## config.mk

```make
export PLATFORM = sky130hd
export DESIGN_NAME = alu_operand_loader_flat
export DESIGN_NICKNAME = d
export VERILOG_FILES = /design/src/rtl/alu_operand_loader_if.sv /design/src/rtl/alu_operand_loader.sv /design/src/flat_wrapper.sv
export SDC_FILE = /design/constraint.sdc
export NUM_CORES = 1
export LEC_CHECK = 0
export CAP_MARGIN = 10
export CORE_MARGIN = 2
export CORE_UTILIZATION = 49
export CTS_BUF_LIST = sky130_fd_sc_hd__clkbuf_8
export DETAILED_ROUTE_END_ITERATION = 8
export HOLD_SLACK_MARGIN = 0.03
export PLACE_DENSITY = 0.77
export SYNTH_ARGS = -nofsm -noshare
export SYNTH_HDL_FRONTEND = slang
export SYNTH_SLANG_ARGS = --single-unit
```

## constraint.sdc

```tcl
create_clock -name clk -period 1.3 [get_ports clk]
set_input_delay 0.13 -clock clk [delete_from_list [all_inputs] [get_ports clk]]
set_output_delay 0.13 -clock clk [all_outputs]
set_load 0.02 [all_outputs]
```

## src/rtl/alu_operand_loader_if.sv

```systemverilog
// Operand-entry bundle between the front-panel inputs and the ALU operand loader.
// The slave side is the loader; the master side is the panel/ALU environment.
interface alu_operand_loader_if #(
   parameter int M = 4
);
   logic [M-1:0] sw;
   logic         btn_load;
   logic         clr;
   logic [M-1:0] a_out;
   logic [M-1:0] b_out;
   logic         valid;
   logic         done;
   logic [1:0]   state;

   modport master (
      output sw, btn_load, clr,
      input  a_out, b_out, valid, done, state
   );

   modport slave (
      input  sw, btn_load, clr,
      output a_out, b_out, valid, done, state
   );
endinterface

```

## src/rtl/alu_operand_loader.sv

```systemverilog
// Captures ALU operands A then B from switches on debounced button presses and
// holds them with a valid level until the next press returns to A entry.
//
// state   | meaning
// --------+-------------------------------------------------
// LOAD_A  | waiting for press to capture operand A
// LOAD_B  | A held, waiting for press to capture operand B
// READY   | pair complete, valid high; press restarts entry
module alu_operand_loader #(
   parameter int M  = 4,
   parameter int DB = 4
) (
   input logic              clk,
   input logic              rst,
   alu_operand_loader_if.slave bus
);

   localparam int CW = $clog2(DB + 1);
   localparam logic [CW-1:0] CNT_LAST = CW'(DB - 1);

   localparam logic [1:0] LOAD_A  = 2'b00;
   localparam logic [1:0] LOAD_B  = 2'b01;
   localparam logic [1:0] READY   = 2'b10;

   logic          sync1;
   logic          bs;
   logic          bd;
   logic [CW-1:0] cnt;
   logic          press;

   logic [1:0]    state;
   logic [M-1:0]  a_reg;
   logic [M-1:0]  b_reg;
   logic          valid;
   logic          done;

   always_ff @(posedge clk or posedge rst) begin
      if (rst) begin
         sync1 <= 1'b0;
         bs    <= 1'b0;
      end else begin
         sync1 <= bus.btn_load;
         bs    <= sync1;
      end
   end

   // bd flips after DB consecutive disagreeing cycles; press marks only the rising flip
   always_ff @(posedge clk or posedge rst) begin
      if (rst) begin
         bd    <= 1'b0;
         cnt   <= '0;
         press <= 1'b0;
      end else begin
         press <= 1'b0;
         if (bs == bd) begin
            cnt <= '0;
         end else if (cnt == CNT_LAST) begin
            bd    <= ~bd;
            cnt   <= '0;
            press <= ~bd;
         end else begin
            cnt <= cnt + 1'b1;
         end
      end
   end

   always_ff @(posedge clk or posedge rst) begin
      if (rst) begin
         state <= LOAD_A;
         a_reg <= '0;
         b_reg <= '0;
         valid <= 1'b0;
         done  <= 1'b0;
      end else begin
         done <= 1'b0;
         if (bus.clr) begin
            state <= LOAD_A;
            a_reg <= '0;
            b_reg <= '0;
            valid <= 1'b0;
         end else begin
            case (state)
               LOAD_A: begin
                  if (press) begin
                     a_reg <= bus.sw;
                     state <= LOAD_B;
                  end
               end
               LOAD_B: begin
                  if (press) begin
                     b_reg <= bus.sw;
                     valid <= 1'b1;
                     done  <= 1'b1;
                     state <= READY;
                  end
               end
               READY: begin
                  if (press) begin
                     valid <= 1'b0;
                     state <= LOAD_A;
                  end
               end
               default: begin
                  valid <= 1'b0;
                  state <= LOAD_A;
               end
            endcase
         end
      end
   end

   assign bus.a_out = a_reg;
   assign bus.b_out = b_reg;
   assign bus.valid = valid;
   assign bus.done  = done;
   assign bus.state = state;

endmodule

```

## src/flat_wrapper.sv

```systemverilog
// flat-port wrapper written by rule: the top's interface ports become plain ports
module alu_operand_loader_flat 
#(
   parameter int M  = 4,
   parameter int DB = 4
)
  (clk, rst, bus_sw, bus_btn_load, bus_clr, bus_a_out, bus_b_out, bus_valid, bus_done, bus_state);
  alu_operand_loader_if #(.M(M)) bus_i ();
  input logic clk;
  input logic rst;
  input wire logic [$bits(bus_i.sw)-1:0] bus_sw;
  input wire logic [$bits(bus_i.btn_load)-1:0] bus_btn_load;
  input wire logic [$bits(bus_i.clr)-1:0] bus_clr;
  output wire logic [$bits(bus_i.a_out)-1:0] bus_a_out;
  output wire logic [$bits(bus_i.b_out)-1:0] bus_b_out;
  output wire logic [$bits(bus_i.valid)-1:0] bus_valid;
  output wire logic [$bits(bus_i.done)-1:0] bus_done;
  output wire logic [$bits(bus_i.state)-1:0] bus_state;
  assign bus_i.sw = bus_sw;
  assign bus_i.btn_load = bus_btn_load;
  assign bus_i.clr = bus_clr;
  assign bus_a_out = bus_i.a_out;
  assign bus_b_out = bus_i.b_out;
  assign bus_valid = bus_i.valid;
  assign bus_done = bus_i.done;
  assign bus_state = bus_i.state;
  alu_operand_loader #(.M(M), .DB(DB)) u_core (.clk(clk), .rst(rst), .bus(bus_i));
endmodule
```

After elaboration in Yosys (flattened, before gate mapping)
Cells that the tools add are included.
{"block": "totals", "ff_bits": 19, "inputBits": 8, "output_inout_bits": 12, "elab_cells": 51}
{"block": "classes", "n_addsub": 1, "eq_ne": 8, "muxes": 21, "bitwise_logic": 2, "n_reduce_logical": 9}
{"op": "$mux W4", "n": 5}
{"op": "$ne A3 B2 Y1 const B", "n": 3}
{"op": "$mux W1", "n": 8}
{"op": "$mux W2", "n": 4}
{"op": "$mux W3", "n": 2}
{"op": "$pmux W2 S3", "n": 1}
{"op": "$reduce_and A2 Y1", "n": 3}
{"op": "$reduce_and A3 Y1", "n": 2}
{"op": "$reduce_bool A2 Y1", "n": 3}
{"op": "$add A3 B1 Y3 const B", "n": 1}
{"op": "$eq A3 B2 Y1 const B", "n": 1}
{"op": "$pmux W1 S3", "n": 1}
{"op": "$eq A2 B1 Y1 const B", "n": 1}
{"op": "$eq A2 B2 Y1 const B", "n": 1}
{"op": "$logic_not A2 Y1", "n": 1}
{"op": "$ne A2 B2 Y1 const B", "n": 1}
{"op": "$not A1 Y1", "n": 2}
{"op": "$eq A1 B1 Y1", "n": 1}

Logic depth before layout (Yosys ltp)
{"block": "depth", "depth_word": 3, "ltp_mapped": 3, "depth_no_buf": 3}

Worst setup path after synthesis
No wires, ideal clock.
{"block": "synth_timing", "path_kind": "reg2reg", "startpoint": "register u_core.state[0], in the netlist u_core.bus.state[0]", "endpoint": "register u_core.a_reg[0], in the netlist u_core.bus.a_out[0]", "arrival_time_ns": 1.113, "t_required_ns": 1.177, "slack_ns": 0.064, "stages_incl_launch_ff": 4, "period_less_slack_ns": 1.236, "path_cell_list": "dfrtp_1 or3b_1 buf_6 mux2i_1"}
{"block": "synth_between", "elab_chain_cells": 3}
{"element": "start, declared", "line": "alu_operand_loader.sv:31", "rtl": "logic [1:0] state;"}
{"element": "start signal, assigned", "line": "alu_operand_loader.sv:69", "rtl": "state <= LOAD_A;"}
{"element": "start signal, assigned", "line": "alu_operand_loader.sv:77", "rtl": "state <= LOAD_A;"}
{"element": "start signal, assigned", "line": "alu_operand_loader.sv:86", "rtl": "state <= LOAD_B;"}
{"element": "$logic_not A2 Y1", "line": "alu_operand_loader.sv:82", "rtl": "case (state)"}
{"element": "$reduce_bool A2 Y1 (no line)"}
{"element": "$reduce_and A2 Y1 (no line)"}
{"element": "end signal, assigned", "line": "alu_operand_loader.sv:85", "rtl": "a_reg <= bus.sw;"}
{"element": "end, declared", "line": "alu_operand_loader.sv:32", "rtl": "logic [M-1:0] a_reg;"}
No other way between the ends.
A chain may end at the register's enable or synchronous reset.

Final worst setup path
{"block": "layout_timing", "startpoint": "register u_core.press", "endpoint": "register u_core.a_reg[3], in the netlist u_core.bus.a_out[3]"}
{"block": "layout_between", "elab_chain_cells": 2}
{"element": "start, declared", "line": "alu_operand_loader.sv:29", "rtl": "logic press;"}
{"element": "start signal, assigned", "line": "alu_operand_loader.sv:60", "rtl": "press <= ~bd;"}
{"element": "$reduce_bool A2 Y1 (no line)"}
{"element": "$reduce_and A2 Y1 (no line)"}
No other way between the ends.

==> out/qor.yml <==
sta:
  fin_skew_ps: 1.51
  rsz0062_at_grt: "no"
  fin_hold_ws_ps: 197
  slew_headroom_pct: 83.3
  fmax_ghz: 0.830
  fin_tns_setup_ps: 0
  setup_viol: 0
  period_share_pct: 92.7
  slew_viol_final: 0
  tightest_slew_ps: 249
  finalHoldViolations: 0
  min_period_ps: 1200
pwr:
  p_total_mw: 1.31
  p_per_area_mw_per_mm2: 1230
  p_int_mw: 0.988
  ir_drop_uv: 851
  p_sw_mw: 0.318
  pwr-share-comb_pct: 17.0
  p_leak_nw: 0.566
  switching_share_pct: 24.4
  p_seq_share_pct: 52.8
  pwr-share-clk_pct: 30.2
yosys:
  syn-num-nets: 71
  synth-seq-cells: 19
  seq_area_frac_synth_pct: 59.4
  synth_edf_count: 0
  netlist_area_um2: 801
  syn_inst: 62
  synth_area_per_cell_um2: 12.9
  ys.flop_type: "dfrtp_1"
  synthArstFlopShare_pct: 100
  synthDistinctLibCells: 20
  yosysWarnings: 0
routing:
  drt-pass1-iter-count: 4
  vias: 506
  drc: 0
  drt_wl_total_mm: 1.30
  viasPerCell: 5.01
  post_drt_wl_per_cell_um: 12.9
  ant_nets: 0
  dr.first_iter.drc_count: 9
floorplanning:
  io_pins: 20
  dieArea_mm2: 0.00197
  dieHeight_um: 44.4
  dieWidth_um: 44.4
  floorplan.core_area_mm2: 0.00152
  num_rows: 14
  start_util_pct: 52.5
setup_path:
  path_cells: "or3b_1 -> mux2i_1"
  crit_fanout: 7
  critPathKind: "reg2reg"
  required_ps: 1430
  path_delay_family: "simple AND/OR/NAND/NOR gates"
  path_depth: 2
  worstRegToRegCells: 2
  cp_num_buf_inv: 0
  arrival_ps: 1330
  critPathMaxStageDelay_ps: 480
  cp_slowest_cell: "or3b_1"
  cp-start-kind: "flop"
  end_kind: "flop"
global_routing:
  busiest_layer: "met1"
  antenna_found_initial: 0
  grt_pass1_wl_mm: 2.28
  use_met3_pct: 3.67
  grt_pass1_vias: 492
  use_met1_pct: 25.3
  met2_usage_pct: 22.4
  grt_max_degree: 20
  grt_overflow: 0
  grt_use_total_pct: 16.5
placement:
  gp_routability_congestion: 0.736
  placed_area_mm2: 0.00101
  port_buffers: 19
  dp.final_hpwl_um: 928
cells_and_area:
  fin_util_pct: 69.4
  syn2layout_area_growth_pct: 32.0
  final_common_cell: "dfrtp_1"
  mostFrequentLayoutCells: "dfrtp_1, nand2b_1, dlygate4sd2_1"
  layout-drive-gt1-share_pct: 11.8
  diodes: 0
  fillers: 130
  nets: 95
  fin_area_mm2: 0.00106
clock_network:
  clock-root-buffer: "clkbuf_8"
  clkTransAtPathRegs_ps: 70
  clkSinkCount: 19
  clock_path_buffers: 2
  insertion_delay_ps: 250
  postCtsSetupBuffers: 0
  cts_tree: "built"
  postCtsHoldBufs: 0
  htree_levels: 1
  cts_buffers: 3
run:
  cap_violations: 0
status:
  outcome: "finished, final reports clean"
worst_hold_path:
  min_path_type: "in2async"
==> state kept, by name, summed over array words and instances (netlist names) <==
signal and cells:
u_core.sync1 1, u_core.press 1, u_core.bus.done 1, u_core.bus.a_out 4
u_core.bd 1, u_core.bus.b_out 4, u_core.cnt 3, u_core.bus.state 2
u_core.bus.valid 1, u_core.bs 1
==> worst paths after layout <==
check / startpoint / end / slack (ps)
min in group clk: bus_btn_load / u_core.sync1 / 320
max reg2reg: u_core.press / u_core.bus.a_out[3] / 100
max: u_core.press / u_core.bus.a_out[3] / 100
max in group asynchronous: rst / u_core.bus.done / 910
min: rst / u_core.bus.a_out[2] / 200
min reg2reg: u_core.sync1 / u_core.bs / 360
==> cells in the mapped netlist (2+ instances only) <==
| cell | count | share of area [%] |
|---|---|---|
| or3b_1 | 2 | 2.2 |
| a21oi_1 | 2 | 1.3 |
| nor3_1 | 2 | 1.3 |
| clkbuf_1 | 2 | 0.94 |
| dfrtp_1 | 19 | 59 |
| mux2i_1 | 8 | 10 |
| nand2b_1 | 12 | 9.4 |
| xnor2_1 | 2 | 2.2 |
| nor3b_1 | 2 | 1.9 |
==> worst register-to-register path, cell delays in order, from the launching register on <==
cell	delay [ps]
dfrtp_1	440
or3b_1	480
mux2i_1	160
==> cell type report <==
cell class | instances | area [µm²] | area share (%)
Sequential cell | 19 | 475 | 45.0
Multi-Input combinational cell | 39 | 310 | 29.3
Clock buffer | 3 | 41.3 | 3.91
Tap cell | 16 | 20.0 | 1.89
Timing Repair Buffer | 22 | 201 | 19.1
Clock inverter | 1 | 5.00 | 0.473
Inverter | 1 | 3.75 | 0.355
==> power by group through the flow <==
stage               clock [mW]  combinational [mW]  sequential (mW)
detailed placement           0               0.228            0.702
global route             0.436               0.259            0.702
floorplan                    0               0.135            0.713
CTS                      0.405               0.218            0.690
finish                   0.395               0.222            0.689
global placement             0               0.223            0.698
==> timing repair <==
| item | 4_1_cts | 5_1_grt |
|---|---|---|
| pin swaps | 0 | 0 |
| gates resized for setup | 11 | 3 |
| setup endpoints to repair | 11 | 2 |
==> layer usage <==
layer  part of all wire [%]  vias up
met2                     44       12
met1                     50      235
li1                       -      257
met3                    5.0        2
met4                   0.62        0
met5                      0        -
==> metrics by stage <==
| step | instances | setup WS (ps) |
|---|---|---|
| global route | 101 | 18.6 |
| finish | 101 | 95.4 |
| global placement | 97 | 68.6 |
| floorplan | 62 | 64.4 |
| detailed placement | 97 | 17.5 |
| CTS | 101 | 1.42 |
==> logic make-up after synthesis <==
logic type | count (synthesis) | synth area share, %
flip-flops | 19 | 59.4
AO/OA/AOI/OAI | 3 | 2.19
adder cells (fa/ha/maj) | 1 | 1.56
multiplexers | 9 | 11.4
XOR/XNOR | 2 | 2.19
AND/OR/NAND/NOR | 24 | 20.5
buffers and inverters | 4 | 2.81
Power figures use the tool's default switching activity.
